**src/rtl/embedded_system_nios2_qsys_0_mul_seq_pkg.sv**
```systemverilog
// rtl/embedded_system_nios2_qsys_0_mul_seq_pkg.sv - shared op codes, FSM states and partial-product constants
package embedded_system_nios2_qsys_0_mul_seq_pkg;

  typedef logic [1:0] op_t;

  localparam op_t OP_MUL    = 2'b00;
  localparam op_t OP_MULXUU = 2'b01;
  localparam op_t OP_MULXSU = 2'b10;
  localparam op_t OP_MULXSS = 2'b11;

  localparam logic [2:0] ST_IDLE  = 3'd0;
  localparam logic [2:0] ST_ISSUE = 3'd1;
  localparam logic [2:0] ST_DRAIN = 3'd2;
  localparam logic [2:0] ST_FIX   = 3'd3;
  localparam logic [2:0] ST_RESP  = 3'd4;

  localparam int NPP_MUL  = 3;
  localparam int NPP_MULX = 4;

  // Partial products alo*blo, ahi*blo, alo*bhi, ahi*bhi land at bit 0, 16, 16, 32.
  function automatic logic [5:0] pp_shift(input logic [1:0] idx);
    case (idx)
      2'd0:    pp_shift = 6'd0;
      2'd3:    pp_shift = 6'd32;
      default: pp_shift = 6'd16;
    endcase
  endfunction

endpackage

```
**src/rtl/embedded_system_nios2_qsys_0_mul_seq_mult16.sv**
```systemverilog
// rtl/embedded_system_nios2_qsys_0_mul_seq_mult16.sv - 16x16 unsigned multiplier with LATENCY register stages
module embedded_system_nios2_qsys_0_mul_seq_mult16 #(
  parameter int LATENCY = 1
) (
  input  logic        clk,
  input  logic        clr,
  input  logic [15:0] a,
  input  logic [15:0] b,
  output logic [31:0] p
);

  logic [31:0] pipe [LATENCY];

  always_ff @(posedge clk or posedge clr) begin
    if (clr) begin
      for (int i = 0; i < LATENCY; i++) pipe[i] <= '0;
    end else begin
      pipe[0] <= 32'(a) * 32'(b);
      for (int i = 1; i < LATENCY; i++) pipe[i] <= pipe[i-1];
    end
  end

  assign p = pipe[LATENCY-1];

endmodule

```
**src/rtl/embedded_system_nios2_qsys_0_mul_sequencer.sv**
```systemverilog
// rtl/embedded_system_nios2_qsys_0_mul_sequencer.sv - 32x32 multiply sequencer sharing one 16x16 multiplier
module embedded_system_nios2_qsys_0_mul_sequencer
  import embedded_system_nios2_qsys_0_mul_seq_pkg::*;
#(
  parameter int MUL_LATENCY = 1
) (
  input  logic        clk,
  input  logic        reset,
  input  logic        req_valid,
  output logic        req_ready,
  input  logic [1:0]  req_op,
  input  logic [31:0] req_src1,
  input  logic [31:0] req_src2,
  output logic        resp_valid,
  input  logic        resp_ready,
  output logic [31:0] resp_result,
  output logic        busy
);

  logic [2:0]             state;
  op_t                    op_q;
  logic [31:0]            src1_q, src2_q;
  logic [1:0]             iss_cnt, acc_cnt;
  logic [63:0]            acc;
  logic [MUL_LATENCY-1:0] tag_sr;
  logic [31:0]            result_q;
  logic [31:0]            prod;
  logic [15:0]            mul_a, mul_b;
  logic [1:0]             n_last;
  logic                   issue, tag_out;
  logic [31:0]            fixed_result;

  assign issue   = (state == ST_ISSUE);
  assign tag_out = tag_sr[MUL_LATENCY-1];
  assign n_last  = (op_q == OP_MUL) ? 2'(NPP_MUL - 1) : 2'(NPP_MULX - 1);
  // Bit 0 of the issue index picks the src1 half, bit 1 the src2 half.
  assign mul_a   = iss_cnt[0] ? src1_q[31:16] : src1_q[15:0];
  assign mul_b   = iss_cnt[1] ? src2_q[31:16] : src2_q[15:0];

  embedded_system_nios2_qsys_0_mul_seq_mult16 #(.LATENCY(MUL_LATENCY)) u_mult (
    .clk (clk),
    .clr (reset),
    .a   (mul_a),
    .b   (mul_b),
    .p   (prod)
  );

  // Signed high word = unsigned high word minus the other operand for each negative signed input.
  always_comb begin
    fixed_result = acc[63:32];
    if ((op_q == OP_MULXSS || op_q == OP_MULXSU) && src1_q[31]) fixed_result = fixed_result - src2_q;
    if (op_q == OP_MULXSS && src2_q[31]) fixed_result = fixed_result - src1_q;
    if (op_q == OP_MUL) fixed_result = acc[31:0];
  end

  always_ff @(posedge clk or posedge reset) begin
    if (reset) begin
      state    <= ST_IDLE;
      op_q     <= OP_MUL;
      src1_q   <= '0;
      src2_q   <= '0;
      iss_cnt  <= '0;
      acc_cnt  <= '0;
      acc      <= '0;
      tag_sr   <= '0;
      result_q <= '0;
    end else begin
      tag_sr[0] <= issue;
      for (int i = 1; i < MUL_LATENCY; i++) tag_sr[i] <= tag_sr[i-1];
      if (tag_out) begin
        acc     <= acc + ({32'd0, prod} << pp_shift(acc_cnt));
        acc_cnt <= acc_cnt + 2'd1;
      end
      case (state)
        ST_IDLE: if (req_valid) begin
          op_q    <= req_op;
          src1_q  <= req_src1;
          src2_q  <= req_src2;
          acc     <= '0;
          acc_cnt <= '0;
          iss_cnt <= '0;
          state   <= ST_ISSUE;
        end
        ST_ISSUE: begin
          iss_cnt <= iss_cnt + 2'd1;
          if (iss_cnt == n_last) state <= ST_DRAIN;
        end
        ST_DRAIN: if (tag_out && acc_cnt == n_last) state <= ST_FIX;
        ST_FIX: begin
          result_q <= fixed_result;
          state    <= ST_RESP;
        end
        ST_RESP: if (resp_ready) state <= ST_IDLE;
        default: state <= ST_IDLE;
      endcase
    end
  end

  assign req_ready   = (state == ST_IDLE) && !reset;
  assign resp_valid  = (state == ST_RESP);
  assign resp_result = result_q;
  assign busy        = (state != ST_IDLE);

endmodule

```
**config.mk**
```make
export PLATFORM = sky130hd
export DESIGN_NAME = embedded_system_nios2_qsys_0_mul_sequencer
export DESIGN_NICKNAME = d
export VERILOG_FILES = /design/src/rtl/embedded_system_nios2_qsys_0_mul_seq_pkg.sv /design/src/rtl/embedded_system_nios2_qsys_0_mul_seq_mult16.sv /design/src/rtl/embedded_system_nios2_qsys_0_mul_sequencer.sv
export SDC_FILE = /design/constraint.sdc
export NUM_CORES = 1
export LEC_CHECK = 0
export CAP_MARGIN = 15
export CELL_PAD_IN_SITES_DETAIL_PLACEMENT = 1
export CELL_PAD_IN_SITES_GLOBAL_PLACEMENT = 2
export CORE_ASPECT_RATIO = 1.75
export CORE_MARGIN = 4
export CORE_UTILIZATION = 39
export DETAILED_ROUTE_END_ITERATION = 10
export PLACE_DENSITY_LB_ADDON = 0.1
export RECOVER_POWER = 50
export SKIP_CTS_REPAIR_TIMING = 1
export SLEW_MARGIN = 30
export SYNTH_ARGS = -nofsm -noshare
export SYNTH_HDL_FRONTEND = slang
export SYNTH_SLANG_ARGS = --single-unit
```
**constraint.sdc**
```tcl
create_clock -name clk -period 8.75 [get_ports clk]
set_input_delay 1.3125 -clock clk [delete_from_list [all_inputs] [get_ports clk]]
set_output_delay 1.3125 -clock clk [all_outputs]
set_load 0.05 [all_outputs]
```
==> flow_summary.ini, run 1 <==
[yosys]
ys_warn_count = 0
netlist_area_sq_um = 24100
syn_nets = 3422
ys_seq_area_share_pct = 21.0
syn_avg_cell_area_sq_um = 8.24
synthDistinctLibCells = 78
synth-edff-count = 0
yosys.area.top_type = dfrtp_1
synth_top_area_share_pct = 21.0
async_reset_ff_share_pct = 100
ys_ff_latch = 202
synth_flop_cell = dfrtp_1
syn_inst = 2925
synth_area_leaders = dfrtp_1 21%, fa_1 16%, ha_1 12%

[clocking]
clock-root-buffer = clkbuf_16
cts_tree = yes
clkTransAtPathRegs_ns = 0.07
clock_latency_ns = 0.58
cts_buffer_depth = 3
cts.sinks = 202
cts_buffers = 25
h-tree-depth = 1

[routing]
drtIter0Drc = 1221
via_count = 21647
via_per_inst = 5.74
firstDrtPassIters = 5
drc = 0
wire_per_inst_microns = 27.6
drt_wl_total_microns = 104000
ant_nets = 0

[finish]
antenna_cells = 0
syn_to_final_growth_pct = 11.3
layout.nets = 3455
layout-drive-gt1-share_pct = 4.40
fin_area_sq_um = 26800
fin_util_pct = 43.8
layout_common_cells = 408 x nand2_1, 312 x inv_1, 291 x nor2_1, 230 x ha_1, 203 x o21ai_0
final_common_cell = nand2_1

[critical_path]
r2r_start = iss_cnt[1]$_DFFE_PP0P_
cp.required_ns = 9.22
start_kind = register
critPathKind = reg2reg
crit_start = iss_cnt[1]$_DFFE_PP0P_
end_kind = register
path_max_fanout = 23
arrival_ns = 8.21

[sta]
slew_violations = 214
tns_ns = 0
fmax_mhz = 129
fin_crit_ns = 7.74
rsz0062_at_grt = false
setup_viol = 0
finalCritPeriodShare_pct = 88.5
worst_slew_pin_slew_ns = 5.52
slew_headroom_pct = -268
hold_viol_final = 0
clock_skew_ns = 0.0229

[job]
drv_cap = 3

[hold_path]
hold_class = reg2reg
min-delay-start = resp_result[6]$_DFFE_PP0P_

[pwr]
comb_power_share_pct = 2.5
power.switching_uw = 504
powerDensity_nw_per_um2 = 80.6
power.leakage_nw = 13.6
seq_power_share_pct = 43.2
ir_worst_vdd_mv = 0.120
internal_power_mw = 1.66
p_sw_share_pct = 23.3
clkPwrFrac_pct = 54.3
total_power_mw = 2.16

[place]
place_hpwl_microns = 87100
port_buffers = 104
routabilityCongestion = 0.971
place_area_sq_um = 25900

[global_route]
grt_pass1_vias = 23966
grt.overflow.total = 0
grt_max_degree = 127
grt_pass1_wl_microns = 154000
antenna_found_initial = 0
grt.total_usage_pct = 31.4

[floorplanning]
start_util_pct = 39.3
num_io_pins = 105
die_h_microns = 337
dieArea_sq_um = 66000
core_sq_um = 61300
rows = 120
chipWidth_microns = 196

[status]
violations = max-capacitance violations, max-slew violations
status = complete, but fails checks
## power groups by stage
stage	registers, mW	logic, mW	clock network [mW]
finish	0.934	0.0537	1.17
global route	0.933	0.0591	1.23
CTS	0.934	0.0562	1.20
detailed placement	0.951	0.0557	0
global placement	0.951	0.0551	0
floorplan	0.952	0.0139	0
## kinds of logic (layout without fill, tap and decap cells)
logic type      Yosys count  in the layout  synth area share, %
xor+xnor                137            137                 4.98
buf+inv                 447            498                 7.00
mux                      87             87                 3.67
fa+ha+maj               427            427                 28.3
simple gates            921            921                 16.5
compound gates          704            704                 18.5
flops                   202            202                 21.0
## final cells by class
| type | instances | area [sq um] |
|---|---|---|
| Fill cell | 7309 | 34400 |
| Multi-Input combinational cell | 2276 | 17400 |
| Sequential cell | 202 | 5060 |
| Timing Repair Buffer | 141 | 1320 |
| Inverter | 312 | 1170 |
| Tap cell | 793 | 992 |
| Clock buffer | 36 | 727 |
| Clock inverter | 9 | 160 |
## metrics by stage
stage / cells / hold slack, ns / setup slack (ns)
floorplan: 2925 / 0.489 / 1.93
global placement: 3724 / 0.463 / 1.21
detailed placement: 3724 / 0.467 / 1.00
CTS: 3769 / 0.482 / 0.973
global route: 3769 / 0.505 / 0.377
finish: 3769 / 0.476 / 1.01
## layer usage
layer / GRT usage [%] / wire length [microns]
met5: 0 / 0
met4: 28.1 / 12200
met3: 2.32 / 3190
met2: 57.9 / 53500
met1: 31.2 / 35200
## sequential cells by signal (all words and copies together), names as in the netlist
| signal | cells |
|---|---|
| src2_q | 32 |
| acc | 64 |
| state | 3 |
| op_q | 2 |
| iss_cnt | 2 |
| tag_out | 1 |
| resp_result | 32 |
| src1_q | 32 |
| u_mult.p | 32 |
| acc_cnt | 2 |
## final timing paths
check	endpoint	slack [ns]	cells past startpoint
setup / recovery	u_mult.p[31]$_DFF_PP0_	1.01	22
hold / removal	resp_result[6]$_DFFE_PP0P_	0.48	2
setup reg to reg	u_mult.p[31]$_DFF_PP0_	1.01	22
hold reg to reg	resp_result[6]$_DFFE_PP0P_	0.48	2
max in group asynchronous	tag_out$_DFF_PP0_	1.52	2
min in group asynchronous	src2_q[9]$_DFFE_PP0P_	3.40	2
## cells in the mapped netlist (all sizes together) (6+ instances only)
cell type  instances
o21ai            229
xnor2             85
a22o              16
nor3              29
a21boi             7
mux2              11
ha               230
buf               12
a21o              79
nand4             27
o211ai            18
a31oi             20
nand3             26
and3              14
nor2b             34
nand2            408
or2               15
a211oi            22
nand2b            19
o21bai            27
o21a              56
a221oi             6
mux2i             76
nand3b             6
dfrtp            202
fa               197
a21oi            160
xor2              52
o31ai             11
clkbuf           123
nor2             291
inv              312
and2              27
nor3b              6
or3               10
## critical path, cell delays in order (launching register included)
cell	delay (ns)
dfrtp_1	0.84
buf_4	0.38
nand2_1	0.11
o21ai_1	0.57
nand2_1	0.17
fa_1	0.46
inv_1	0.09
fa_1	0.46
fa_1	0.55
fa_1	0.44
fa_1	0.56
fa_1	0.48
ha_1	0.39
a21o_1	0.18
a21o_1	0.16
a21oi_1	0.16
o21ai_0	0.19
o41ai_2	0.40
o221ai_1	0.22
nor4_1	0.33
o21bai_1	0.14
a21oi_1	0.19
xnor2_1	0.15
No activity file was read; power rests on OpenSTA's default activity.
==> inputs of run 2 (changes only) <==
--- a/config.mk
+++ b/config.mk
@@ -11,6 +11,7 @@
 export CORE_ASPECT_RATIO = 1.75
 export CORE_MARGIN = 4
 export CORE_UTILIZATION = 39
+export CTS_BUF_LIST = sky130_fd_sc_hd__clkbuf_8
 export DETAILED_ROUTE_END_ITERATION = 10
 export PLACE_DENSITY_LB_ADDON = 0.1
 export RECOVER_POWER = 50
==> run 2 against run 1 <==
The flow still finishes with violations (max-capacitance violations, max-slew violations). Sequential share of layout area hardly changed. Register-to-register slack better by 0.04 ns. Via count is 0.21% higher. Sequential power hardly changed. Largest power group unchanged. Highest routed layer unchanged.
==> flow_summary.ini, run 2 (synthesis gave the netlist of run 1 again) <==
[clocking]
clkTransAtPathRegs_ns = 0.06
h-tree-depth = 2
clock-root-buffer = clkbuf_8
cts.sinks = 202
clock_latency_ns = 0.64
cts_buffer_depth = 3
cts_buffers = 39
cts_tree = yes

[status]
violations = max-capacitance violations, max-slew violations
status = complete, but fails checks

[sta]
worst_slew_pin_slew_ns = 5.55
finalCritPeriodShare_pct = 88.1
fin_crit_ns = 7.71
tns_ns = 0
rsz0062_at_grt = false
clock_skew_ns = 0.0450
slew_headroom_pct = -270
fmax_mhz = 130
slew_violations = 214
setup_viol = 0
layout_setup_ws_ns = 1.04
hold_viol_final = 0

[routing]
drt_wl_total_microns = 104000
ant_nets = 0
drc = 0
wire_per_inst_microns = 27.5
via_count = 21692
via_per_inst = 5.71
drtIter0Drc = 1094
firstDrtPassIters = 5

[finish]
layout.nets = 3469
largest_reg_flops = 64
syn_to_final_growth_pct = 11.3
layout_common_cells = 408 x nand2_1, 319 x inv_1, 291 x nor2_1, 230 x ha_1, 203 x o21ai_0
fillCellCount = 7315
final_common_cell = nand2_1
top_register = acc
layout-drive-gt1-share_pct = 5.10

[pwr]
p_sw_share_pct = 24.5
ir_worst_vdd_mv = 0.129
powerDensity_nw_per_um2 = 78.6
clkPwrFrac_pct = 53.1
seq_power_share_pct = 44.3
comb_power_share_pct = 2.6
internal_power_mw = 1.59
power.leakage_nw = 13.6
power.switching_uw = 515

[global_route]
grt.total_usage_pct = 31.6
grt_pass1_vias = 24083
grt_pass1_wl_microns = 154000
grt_max_degree = 127
antenna_found_initial = 3
grt.overflow.total = 0

[critical_path]
slowest_delay_ns = 0.84
cpMostUsedCell = fa_1
r2r_end = u_mult.p[31]$_DFF_PP0_
reg2reg_depth = 22
r2r_setup_slack_ns = 1.04
arrival_ns = 8.26
end_kind = register
r2r_start = iss_cnt[1]$_DFFE_PP0P_
crit_chain = buf_4 -> nand2_1 -> o21ai_1 -> nand2_1 -> fa_1 -> inv_1 -> fa_1 -> fa_1 -> fa_1 -> fa_1 -> fa_1 -> ha_1 -> a21o_1 -> a21o_1 -> a21oi_1 -> o21ai_0 -> o41ai_2 -> o221ai_1 -> nor4_1 -> o21bai_1 -> a21oi_1 -> xnor2_1
critPathKind = reg2reg
start_kind = register
cp.required_ns = 9.30
crit_path_top_delay_cell = dfrtp_1
path_max_fanout = 23

[hold_path]
whs_path_depth = 2
hold-path-endpoint = resp_result[6]$_DFFE_PP0P_
min-delay-start = resp_result[6]$_DFFE_PP0P_
hold_class = reg2reg

[place]
place_hpwl_microns = 87100
port_buffers = 104
routabilityCongestion = 0.971
place_ws_ns = 1.00

[floorplanning]
num_io_pins = 105
core_sq_um = 61300
dieArea_sq_um = 66000
start_util_pct = 39.3
chipWidth_microns = 196
rows = 120
die_h_microns = 337

[job]
drv_cap = 3
run 2: stage by stage:
step / instance area (sq um) / utilization, % / total power [mW] / instances / hold WS (ns)
2_1_floorplan: 24100 / - / 0.965 / 2925 / 0.489
3_3_place_gp: 25900 / 42.3 / 1.01 / 3724 / 0.463
3_5_place_dp: 25900 / 42.3 / 1.01 / 3724 / 0.467
4_1_cts: 26800 / 43.8 / 2.14 / 3793 / 0.484
5_1_grt: 26800 / 43.8 / 2.18 / 3794 / 0.505
6_report: 26800 / 43.8 / 2.11 / 3796 / 0.482
run 2: power groups by stage:
stage / logic [mW] / registers, mW / clock network (mW)
after floorplan: 0.0139 / 0.952 / 0
after global placement: 0.0551 / 0.951 / 0
after detailed placement: 0.0557 / 0.951 / 0
after CTS: 0.0562 / 0.934 / 1.15
after global routing: 0.0590 / 0.934 / 1.18
final: 0.0538 / 0.934 / 1.12
run 2: worst max path at each step:
stage / startpoint / to / slack (ns)
after floorplan: reset / acc[0]$_DFF_PP0_ / 1.93
after global placement: iss_cnt[1]$_DFFE_PP0P_ / u_mult.p[31]$_DFF_PP0_ / 1.21
after detailed placement: iss_cnt[1]$_DFFE_PP0P_ / u_mult.p[31]$_DFF_PP0_ / 1.00
after CTS: iss_cnt[1]$_DFFE_PP0P_ / u_mult.p[31]$_DFF_PP0_ / 1.01
after global routing: reset / tag_out$_DFF_PP0_ / 0.46
final: iss_cnt[1]$_DFFE_PP0P_ / u_mult.p[31]$_DFF_PP0_ / 1.04
run 2: critical path, delay by kind of cell, from the launching register on:
| kind | cells | cell delay [ns] |
|---|---|---|
| AND/OR/NAND/NOR | 3 | 0.61 |
| flip-flops | 1 | 0.84 |
| XOR/XNOR | 1 | 0.15 |
| buffers and inverters | 2 | 0.47 |
| adder cells (fa/ha/maj) | 7 | 3.34 |
| AO/OA/AOI/OAI | 9 | 2.22 |
run 2: final cells by class:
cell class                 instances  area [sq um]  share of cell area (%)
multi-input combinational       2276         17400                    64.8
sequential                       202          5060                    18.9
timing repair buffer             141          1320                    4.93
inverter                         312          1170                    4.37
tap                              793           992                    3.70
clock buffer                      53           729                    2.72
clock inverter                    16           159                   0.593
antenna                            3          7.51                  0.0280
run 2: routing by layer:
metal	track usage, %	wire [microns]
met1	31.1	35300
met2	58.3	54100
met3	3.02	3280
met4	27.4	11600
met5	0	0
